### src/rtl/tpu_pkg.sv
// tpu_pkg: shared types and defaults for the systolic array slice.
// Weight-loader states and the weight-to-psum widening helper.
package tpu_pkg;

  localparam int DEF_ARRAY_DIM  = 4;
  localparam int DEF_DATA_WIDTH = 8;
  localparam int DEF_ACC_WIDTH  = 32;

  typedef enum logic [1:0] {
    FILL,
    WAIT,
    LOAD,
    DONE
  } wl_state_t;

  function automatic logic [DEF_ACC_WIDTH-1:0] zext_w(
    input logic [DEF_DATA_WIDTH-1:0] w
  );
    return DEF_ACC_WIDTH'(w);
  endfunction

endpackage

### src/rtl/weight_row_buf.sv
// weight_row_buf: N-row staging register file for weight rows.
// One write port, one async read port, synchronous clear.
module weight_row_buf #(
  parameter  int ROWS  = 4,
  parameter  int WIDTH = 32,
  localparam int AW    = $clog2(ROWS)
) (
  input  logic             clk,
  input  logic             rst_n,
  input  logic             clr_i,
  input  logic             we_i,
  input  logic [AW-1:0]    waddr_i,
  input  logic [WIDTH-1:0] wdata_i,
  input  logic [AW-1:0]    raddr_i,
  output logic [WIDTH-1:0] rdata_o
);

  logic [WIDTH-1:0] mem_q [ROWS];

  // row storage; clear beats write so a flushed row never lands
  always_ff @(posedge clk or negedge rst_n) begin
    if (!rst_n) begin
      for (int i = 0; i < ROWS; i++) mem_q[i] <= '0;
    end else if (clr_i) begin
      for (int i = 0; i < ROWS; i++) mem_q[i] <= '0;
    end else if (we_i) begin
      mem_q[waddr_i] <= wdata_i;
    end
  end

  assign rdata_o = mem_q[raddr_i];

endmodule

### src/rtl/weight_load_ctrl.sv
// weight_load_ctrl: stages N weight rows, then streams them down
// the psum chains bottom row first so all PEs capture together.
module weight_load_ctrl
  import tpu_pkg::*;
#(
  parameter int ARRAY_DIM  = DEF_ARRAY_DIM,
  parameter int DATA_WIDTH = DEF_DATA_WIDTH,
  parameter int ACC_WIDTH  = DEF_ACC_WIDTH
) (
  input  logic                           clk,
  input  logic                           rst_n,
  input  logic                           w_valid,
  output logic                           w_ready,
  input  logic [ARRAY_DIM*DATA_WIDTH-1:0] w_row,
  input  logic                           flush,
  input  logic                           array_idle,
  output logic [ARRAY_DIM*ACC_WIDTH-1:0] psum_top,
  output logic                           en_weight_pass,
  output logic [ARRAY_DIM-1:0]           en_weight_capture,
  output logic                           load_busy,
  output logic                           load_done
);

  localparam int CW = $clog2(ARRAY_DIM);
  localparam int RW = ARRAY_DIM * DATA_WIDTH;
  localparam int PW = ARRAY_DIM * ACC_WIDTH;
  localparam logic [CW-1:0] LAST = CW'(ARRAY_DIM - 1);

  wl_state_t state_q, state_d;
  logic [CW-1:0] row_cnt_q, row_cnt_d;
  logic [CW-1:0] k_q, k_d;
  logic [PW-1:0] psum_q, psum_d;
  logic [ARRAY_DIM-1:0] cap_q, cap_d;
  logic pass_q, pass_d;
  logic busy_q, busy_d;
  logic done_q, done_d;

  logic          we;
  logic [CW-1:0] raddr;
  logic [RW-1:0] rdata;

  assign w_ready = (state_q == FILL);
  assign we      = w_valid && w_ready && !flush;
  // outputs are registered, so read the row for the coming k
  assign raddr   = LAST - k_d;

  weight_row_buf #(
    .ROWS  (ARRAY_DIM),
    .WIDTH (RW)
  ) u_buf (
    .clk     (clk),
    .rst_n   (rst_n),
    .clr_i   (flush),
    .we_i    (we),
    .waddr_i (row_cnt_q),
    .wdata_i (w_row),
    .raddr_i (raddr),
    .rdata_o (rdata)
  );

  // next state and counters; flush overrides every state
  always_comb begin
    state_d   = state_q;
    row_cnt_d = row_cnt_q;
    k_d       = k_q;
    if (flush) begin
      state_d   = FILL;
      row_cnt_d = '0;
      k_d       = '0;
    end else begin
      unique case (state_q)
        FILL: begin
          if (w_valid) begin
            if (row_cnt_q == LAST) begin
              state_d   = WAIT;
              row_cnt_d = '0;
            end else begin
              row_cnt_d = row_cnt_q + 1'b1;
            end
          end
        end
        WAIT: begin
          if (array_idle) begin
            state_d = LOAD;
            k_d     = '0;
          end
        end
        LOAD: begin
          if (k_q == LAST) begin
            state_d = DONE;
            k_d     = '0;
          end else begin
            k_d = k_q + 1'b1;
          end
        end
        DONE:    state_d = FILL;
        default: state_d = FILL;
      endcase
    end
  end

  // output values for the upcoming cycle, decoded from state_d/k_d
  always_comb begin
    psum_d = '0;
    cap_d  = '0;
    pass_d = (state_d == LOAD);
    busy_d = (state_d == WAIT) || (state_d == LOAD);
    done_d = (state_d == DONE);
    if (state_d == LOAD) begin
      for (int c = 0; c < ARRAY_DIM; c++) begin
        psum_d[c*ACC_WIDTH +: ACC_WIDTH] =
          zext_w(rdata[c*DATA_WIDTH +: DATA_WIDTH]);
      end
      if (k_d == LAST) cap_d = '1;
    end
  end

  // state, counters and registered outputs
  always_ff @(posedge clk or negedge rst_n) begin
    if (!rst_n) begin
      state_q   <= FILL;
      row_cnt_q <= '0;
      k_q       <= '0;
      psum_q    <= '0;
      cap_q     <= '0;
      pass_q    <= 1'b0;
      busy_q    <= 1'b0;
      done_q    <= 1'b0;
    end else begin
      state_q   <= state_d;
      row_cnt_q <= row_cnt_d;
      k_q       <= k_d;
      psum_q    <= psum_d;
      cap_q     <= cap_d;
      pass_q    <= pass_d;
      busy_q    <= busy_d;
      done_q    <= done_d;
    end
  end

  assign psum_top          = psum_q;
  assign en_weight_pass    = pass_q;
  assign en_weight_capture = cap_q;
  assign load_busy         = busy_q;
  assign load_done         = done_q;

endmodule

### config.mk
export PLATFORM = sky130hd
export DESIGN_NAME = weight_load_ctrl
export DESIGN_NICKNAME = d
export VERILOG_FILES = /design/src/rtl/tpu_pkg.sv /design/src/rtl/weight_row_buf.sv /design/src/rtl/weight_load_ctrl.sv
export SDC_FILE = /design/constraint.sdc
export NUM_CORES = 1
export LEC_CHECK = 0
export ABC_CLOCK_PERIOD_IN_PS = 6100
export BUFFER_PORTS_ARGS = -buffer_cell sky130_fd_sc_hd__buf_2
export CORE_MARGIN = 2
export CORE_UTILIZATION = 45
export CTS_BUF_LIST = sky130_fd_sc_hd__clkbuf_8
export DETAILED_ROUTE_END_ITERATION = 12
export PLACE_DENSITY = 0.73
export SYNTH_ARGS = -nofsm -noshare
export SYNTH_HDL_FRONTEND = slang
export SYNTH_SLANG_ARGS = --single-unit
export TNS_END_PERCENT = 50
### constraint.sdc
create_clock -name clk -period 6.1 [get_ports clk]
set_input_delay 0.61 -clock clk [delete_from_list [all_inputs] [get_ports clk]]
set_output_delay 0.61 -clock clk [all_outputs]
set_load 0.005 [all_outputs]
# Word level (Yosys, flattened, before mapping)
# Index checks and enable logic that the tools add are counted.
[totals] ff_bits=269 inputBits=37 out_inout_bits=136
[classes] addsub=3 order_cmp=3 n_eq_ne=9 n_mux=25 bitwise=2 reduce_logical=10
[op_table] op="two-way mux 128 bit" count=2
[op_table] op="bitwise mux 128 bit" count=1
[op_table] op="two-way mux 104 bit" count=1
[op_table] op="two-way mux 32 bit" count=3
[op_table] op="binary-select mux 32 bit (select 2 bit)" count=1
[op_table] op="demux 32 bit (select 2 bit)" count=1
[op_table] op="two-way mux 2 bit" count=12
[op_table] op="== test 2 bit (second input constant)" count=7
[op_table] op="two-way mux 4 bit" count=2
[op_table] op="case mux 2 bit (4 select lines)" count=1
[op_table] op="greater-or-equal comparator 3 bit (second input constant)" count=2
[op_table] op="NOT 2 -> 3 bit" count=2
[op_table] op="nonzero test 2 bit" count=3
[op_table] op="adder 2 x 1 -> 2 bit (second input constant)" count=2
[op_table] op="== test 2 x 1 -> 1 bit (second input constant)" count=2
[op_table] op="case mux 2 bit (2 select lines)" count=1
[op_table] op="logical AND 1 bit" count=3
[op_table] op="less-than comparator 3 x 1 -> 1 bit (second input constant)" count=1
[op_table] op="logical NOT 2 bit" count=1
[op_table] op="AND reduction 2 bit" count=1
[op_table] op="subtractor 2 bit (first input constant)" count=1
[op_table] op="logical NOT 1 bit" count=1
[op_table] op="logical OR 1 bit" count=1

# Logic depth before layout (Yosys ltp)
[depth] depth_word=10 mapped_depth=11 depth_no_buf=9

# Hierarchy
# A second synthesis with hierarchy kept.
[hier_totals] hier_cells=712 area_unflattened_um2=8789.7
[modules_own_cells] mod="weight_row_buf" instances=1 cells_each=491 area_per_inst_um2=6482.5
[modules_own_cells] mod="weight_load_ctrl" instances=1 cells_each=221 area_per_inst_um2=2307.2

# Least setup slack after synthesis
# No wires, ideal clock.
[synth_path] path_type="register to register" from="register state_q[0]" to="register cap_q[2], in the netlist en_weight_capture[2]" setup_ps=152 arrival_ps=2315 required_ps=5948 slack_ps=3633 stages_incl_launch_ff=12 path_buffers=3 path_cell_list="dfrtp_1 inv_1 ha_1 clkbuf_1 nand3_1 clkbuf_1 nand2_1 a21oi_1 ha_1 inv_1 clkbuf_1 a211oi_1"
[synth_between] word_cells_on_any_way=16 cone_classes="5 x eq/ne; 10 x mux; 1 x reduce/logical"
[synth_lines] item="start: declaration" line="weight_load_ctrl.sv:29" text="wl_state_t state_q, state_d;"
[synth_lines] item="start signal: assignment" line="weight_load_ctrl.sv:130" text="state_q <= state_d;"
[synth_lines] item="logical NOT 2 bit"
[synth_lines] item="via w_ready" line="weight_load_ctrl.sv:13" text="output logic w_ready,"
[synth_lines] item="case mux 2 bit (4 select lines)" line="weight_load_ctrl.sv:71" text="unique case (state_q)"
[synth_lines] item="two-way mux 2 bit" line="weight_load_ctrl.sv:66" text="if (flush) begin"
[synth_lines] item="via state_d[1]" line="weight_load_ctrl.sv:29"
[synth_lines] item="== test 2 bit"
[synth_lines] item="via pass_d" line="weight_load_ctrl.sv:34" text="logic pass_q, pass_d;"
[synth_lines] item="two-way mux 4 bit" line="weight_load_ctrl.sv:109" text="if (state_d == LOAD) begin"
[synth_lines] item="end signal: assignment" line="weight_load_ctrl.sv:134" text="cap_q <= cap_d;"
[synth_lines] item="end: declaration" line="weight_load_ctrl.sv:33" text="logic [ARRAY_DIM-1:0] cap_q, cap_d;"
# The timed path passes the listed nets, and every way through them passes these cells.
# A chain may end at the register's enable or synchronous reset.

# Worst setup path in the final report
[layout_path] from="register state_q[0]" to="register psum_q[39], in the netlist psum_top[39]"
[layout_between] elab_chain_cells=9 word_cells_on_any_way=19 cone_classes="1 x add/sub; 4 x eq/ne; 12 x mux; 1 x bitwise; 1 x reduce/logical"
[layout_rtl] item="== test 2 bit or == test 2 x 1 -> 1 bit (tied branches)" line="weight_load_ctrl.sv:71"
[layout_rtl] item="case mux 2 bit (2 select lines)" line="weight_load_ctrl.sv:71"
[layout_rtl] item="two-way mux 2 bit" line="weight_load_ctrl.sv:66"
[layout_rtl] item="subtractor 2 bit" line="weight_load_ctrl.sv:45" text="assign raddr = LAST - k_d;"
[layout_rtl] item="NOT 2 -> 3 bit (not written as such)" line="weight_row_buf.sv:31" text="assign rdata_o = mem_q[raddr_i];"
[layout_rtl] item="binary-select mux 32 bit (select 2 bit)" line="weight_row_buf.sv:31"
[layout_rtl] item="two-way mux 32 bit (not written as such) (2 in a row)" line="weight_row_buf.sv:31"
[layout_rtl] item="two-way mux 104 bit *" line="weight_load_ctrl.sv:109"
[layout_rtl] item="via psum_d[39]" line="weight_load_ctrl.sv:32" text="logic [PW-1:0] psum_q, psum_d;"
[layout_rtl] item="end signal: assignment" line="weight_load_ctrl.sv:133" text="psum_q <= psum_d;"
[layout_rtl] item="end: declaration" line="weight_load_ctrl.sv:32"
# The timed path passes the listed nets; every way through them passes the cells marked *. The select of a mux whose other input is x is not followed.

==> results.yml <==
run_status:
  outcome: "finished, final reports clean"
global_route:
  grt_overflow: 0
  use_met1_pct: 26.95
  grt_pass1_wl_um: 32050
  grt_antenna_before_repair: 1
  grt_pass1_vias: 5993
  grt_use_total_pct: 20.18
  met2_usage_pct: 32.95
  grt_max_degree: 109
  use_met3_pct: 4.594
  grt_busiest_layer: "met2"
critical_path:
  r2r-end: "psum_top[39]"
  critPathMaxStageDelay_ns: 0.88
  path_cells: "inv_1 -> ha_1 -> inv_1 -> o211ai_4 -> nand2_2 -> a221oi_2"
  cp_max_fo: 34
  crit_required_ns: 6.45
  worst_setup_path_start_kind: "flip-flop"
  crit_arrival_ns: 3.62
  cp_num_buf_inv: 2
  r2r-start: "state_q[0]"
  path_common_cell: "inv_1"
  worstSetupEndpointType: "flip-flop"
  worstRegToRegCells: 6
  cp.depth: 6
  crit_path_top_delay_cell: "nand2_2"
  reg2reg_slack_ns: 2.84
  crit_path_start: "state_q[0]"
  crit_type: "reg -> reg"
  path_delay_family: "compound AO/OA/AOI/OAI gates"
finish:
  design_area_um2: 9140
  final.fill_count: 1762
  final_nets: 1019
  drive_above_1_share_pct: 15.68
  layout_common_cells: "nand2_1, dfrtp_1, a21oi_1"
  syn2layout_area_growth_pct: 5.701
  layout_commonest_cell: "nand2_1"
floorplanning:
  die-area_um2: 20340
  die_h_um: 142.6
  io_pins: 173
  rows: 50
  core-area_um2: 18770
  chipWidth_um: 142.6
  start_util_pct: 46.07
detailed_routing:
  dr.pass1.iters: 5
  drt-total-wl_um: 19710
  vias: 6192
  ant_nets: 0
  viasPerCell: 5.088
  wl_per_cell_um: 16.20
  drc_errors: 0
  drt_iter0_drc: 465
clock_tree:
  cts_resized: 0
  clkTransAtPathRegs_ns: 0.08
  holdBufCountCts: 0
  root_buffer: "clkbuf_8"
  clock_latency_ns: 0.46
  htreeDepth: 4
  tritoncts: "done"
  numCtsBuffers: 17
  cts.sinks: 170
  cts_setup_buffers: 0
  cts.path.max_buffers: 2
synthesis:
  syn-cell-area_um2: 8647
  synthCells: 935
  synthXorXnorAreaFrac_pct: 0.1013
  async_flop_share_pct: 100.0
  synth_top_area_cell: "dfrtp_1"
  synthDistinctLibCells: 30
  yosys.area_share.adder_pct: 1.447
  synth_top_family_by_area: "compound AO/OA/AOI/OAI gates"
  yosysSeqAreaShare_pct: 49.20
  ys_top_cells_by_area: "dfrtp_1, nand2_1, buf_4"
  synth-seq-cells: 170
  ys.flop_type: "dfrtp_1"
  synth_top_area_share_pct: 49.20
  synthMuxAreaShare_pct: 3.704
  yosysWarnings: 0
  synth_simple_gate_area_share_pct: 13.82
  synth_compound_area_share_pct: 17.52
  synth_area_per_cell_um2: 9.248
  synth-edff-count: 0
sta:
  max_freq_mhz: 306.7
  final-setup-viol-count: 0
  slew_violations: 0
  worst_pin_slew_ns: 1.084
  fin_tns_setup_ns: 0
  post-route-period-util_pct: 53.46
  relSlewSlack_pct: 27.46
  hold_violations: 0
  fin_crit_ns: 3.261
  rsz0062_at_grt: "false"
  fin_skew_ns: 0.009831
power:
  powerDensity_nw_per_um2: 282.6
  ir_worst_vdd_v: 0.0001590
  p_leak_nw: 4.257
place:
  dpl.hpwl_um: 11950
  dpl_cell_area_um2: 8742
  gp_congestion: 0.7455
  portBuffers: 76
min_path:
  hold_path_class: "in -> async"
run:
  drv_cap: 0
## cells by family after synthesis
family / Yosys count
simple gates: 309
buf+inv: 209
xor+xnor: 1
other cells: 1
flops: 170
fa+ha+maj: 10
compound gates: 203
mux: 32
## worst register-to-register path: cells and delay by family (launching register included)
family	cells	cell delay [ns]
AO/OA/AOI/OAI	2	1.36
AND/OR/NAND/NOR	1	0.89
flip-flops	1	0.38
adder cells (fa/ha/maj)	1	0.35
buffers and inverters	2	0.18
## how the worst max path moves through the flow
| stage | endpoint | slack, ns |
|---|---|---|
| after global placement | psum_top[103] | 2.85 |
| after CTS | psum_top[35] | 2.86 |
| after floorplan | en_weight_capture[2] | 3.63 |
| after global routing | psum_top[103] | 2.58 |
| final | psum_top[39] | 2.84 |
| after detailed placement | psum_top[35] | 2.74 |
## report_power, final
group	total (W)	switching [W]	internal [W]	leakage, nW
registers	0.00127	0.0000513	0.00122	2.35
clock network	0.000806	0.000396	0.000410	0.200
logic	0.000503	0.000362	0.000141	1.70
## area by class of cell
cell class	count	area [µm²]	area share, %
diodes	1	2.502	0.02738
clock buffers	22	302.8	3.313
clock inverters	7	92.59	1.013
inverters	43	161.4	1.766
multi-input cells	651	3547	38.81
flip-flops and latches	170	4254	46.54
well taps	234	292.8	3.203
repair buffers	89	486.7	5.325
## through the flow
stage | util [%] | hold slack (ns) | total power, W | std cells | worst slack [ns]
2_1_floorplan | - | 0.3144 | 0.001678 | 1030 | 3.633
3_3_place_gp | 46.58 | 0.5083 | 0.001784 | 1187 | 2.855
3_5_place_dp | 46.58 | 0.5147 | 0.001799 | 1187 | 2.740
4_1_cts | 48.69 | 0.3123 | 0.002600 | 1216 | 2.865
5_1_grt | 48.70 | 0.3385 | 0.002733 | 1217 | 2.582
6_report | 48.70 | 0.2843 | 0.002583 | 1217 | 2.839
## cell usage after synthesis (all sizes together) (2+ instances only)
master and count:
and3 4, o211a 32, nand2 296, o22ai 2, nand3 5, inv 43, clkbuf 53, mux2i 32
ha 10, a221oi 32, buf 113, dfrtp 170, a21oi 131, o21ai 2
## state kept, by name, summed over array words and instances, names as in the netlist
signal and flops:
load_busy 1, en_weight_capture 1, u_buf.mem_q 128, psum_top 32
load_done 1, k_q 2, state_q 2, row_cnt_q 2
en_weight_pass 1
## metal layers
| layer | vias to the layer above | share of wire [%] |
|---|---|---|
| met1 | 3018 | 43 |
| met2 | 207 | 50 |
| li1 | 2952 | - |
| met3 | 15 | 5.4 |
| met5 | - | 0 |
| met4 | 0 | 1.2 |
Power figures use the tool's default switching activity.
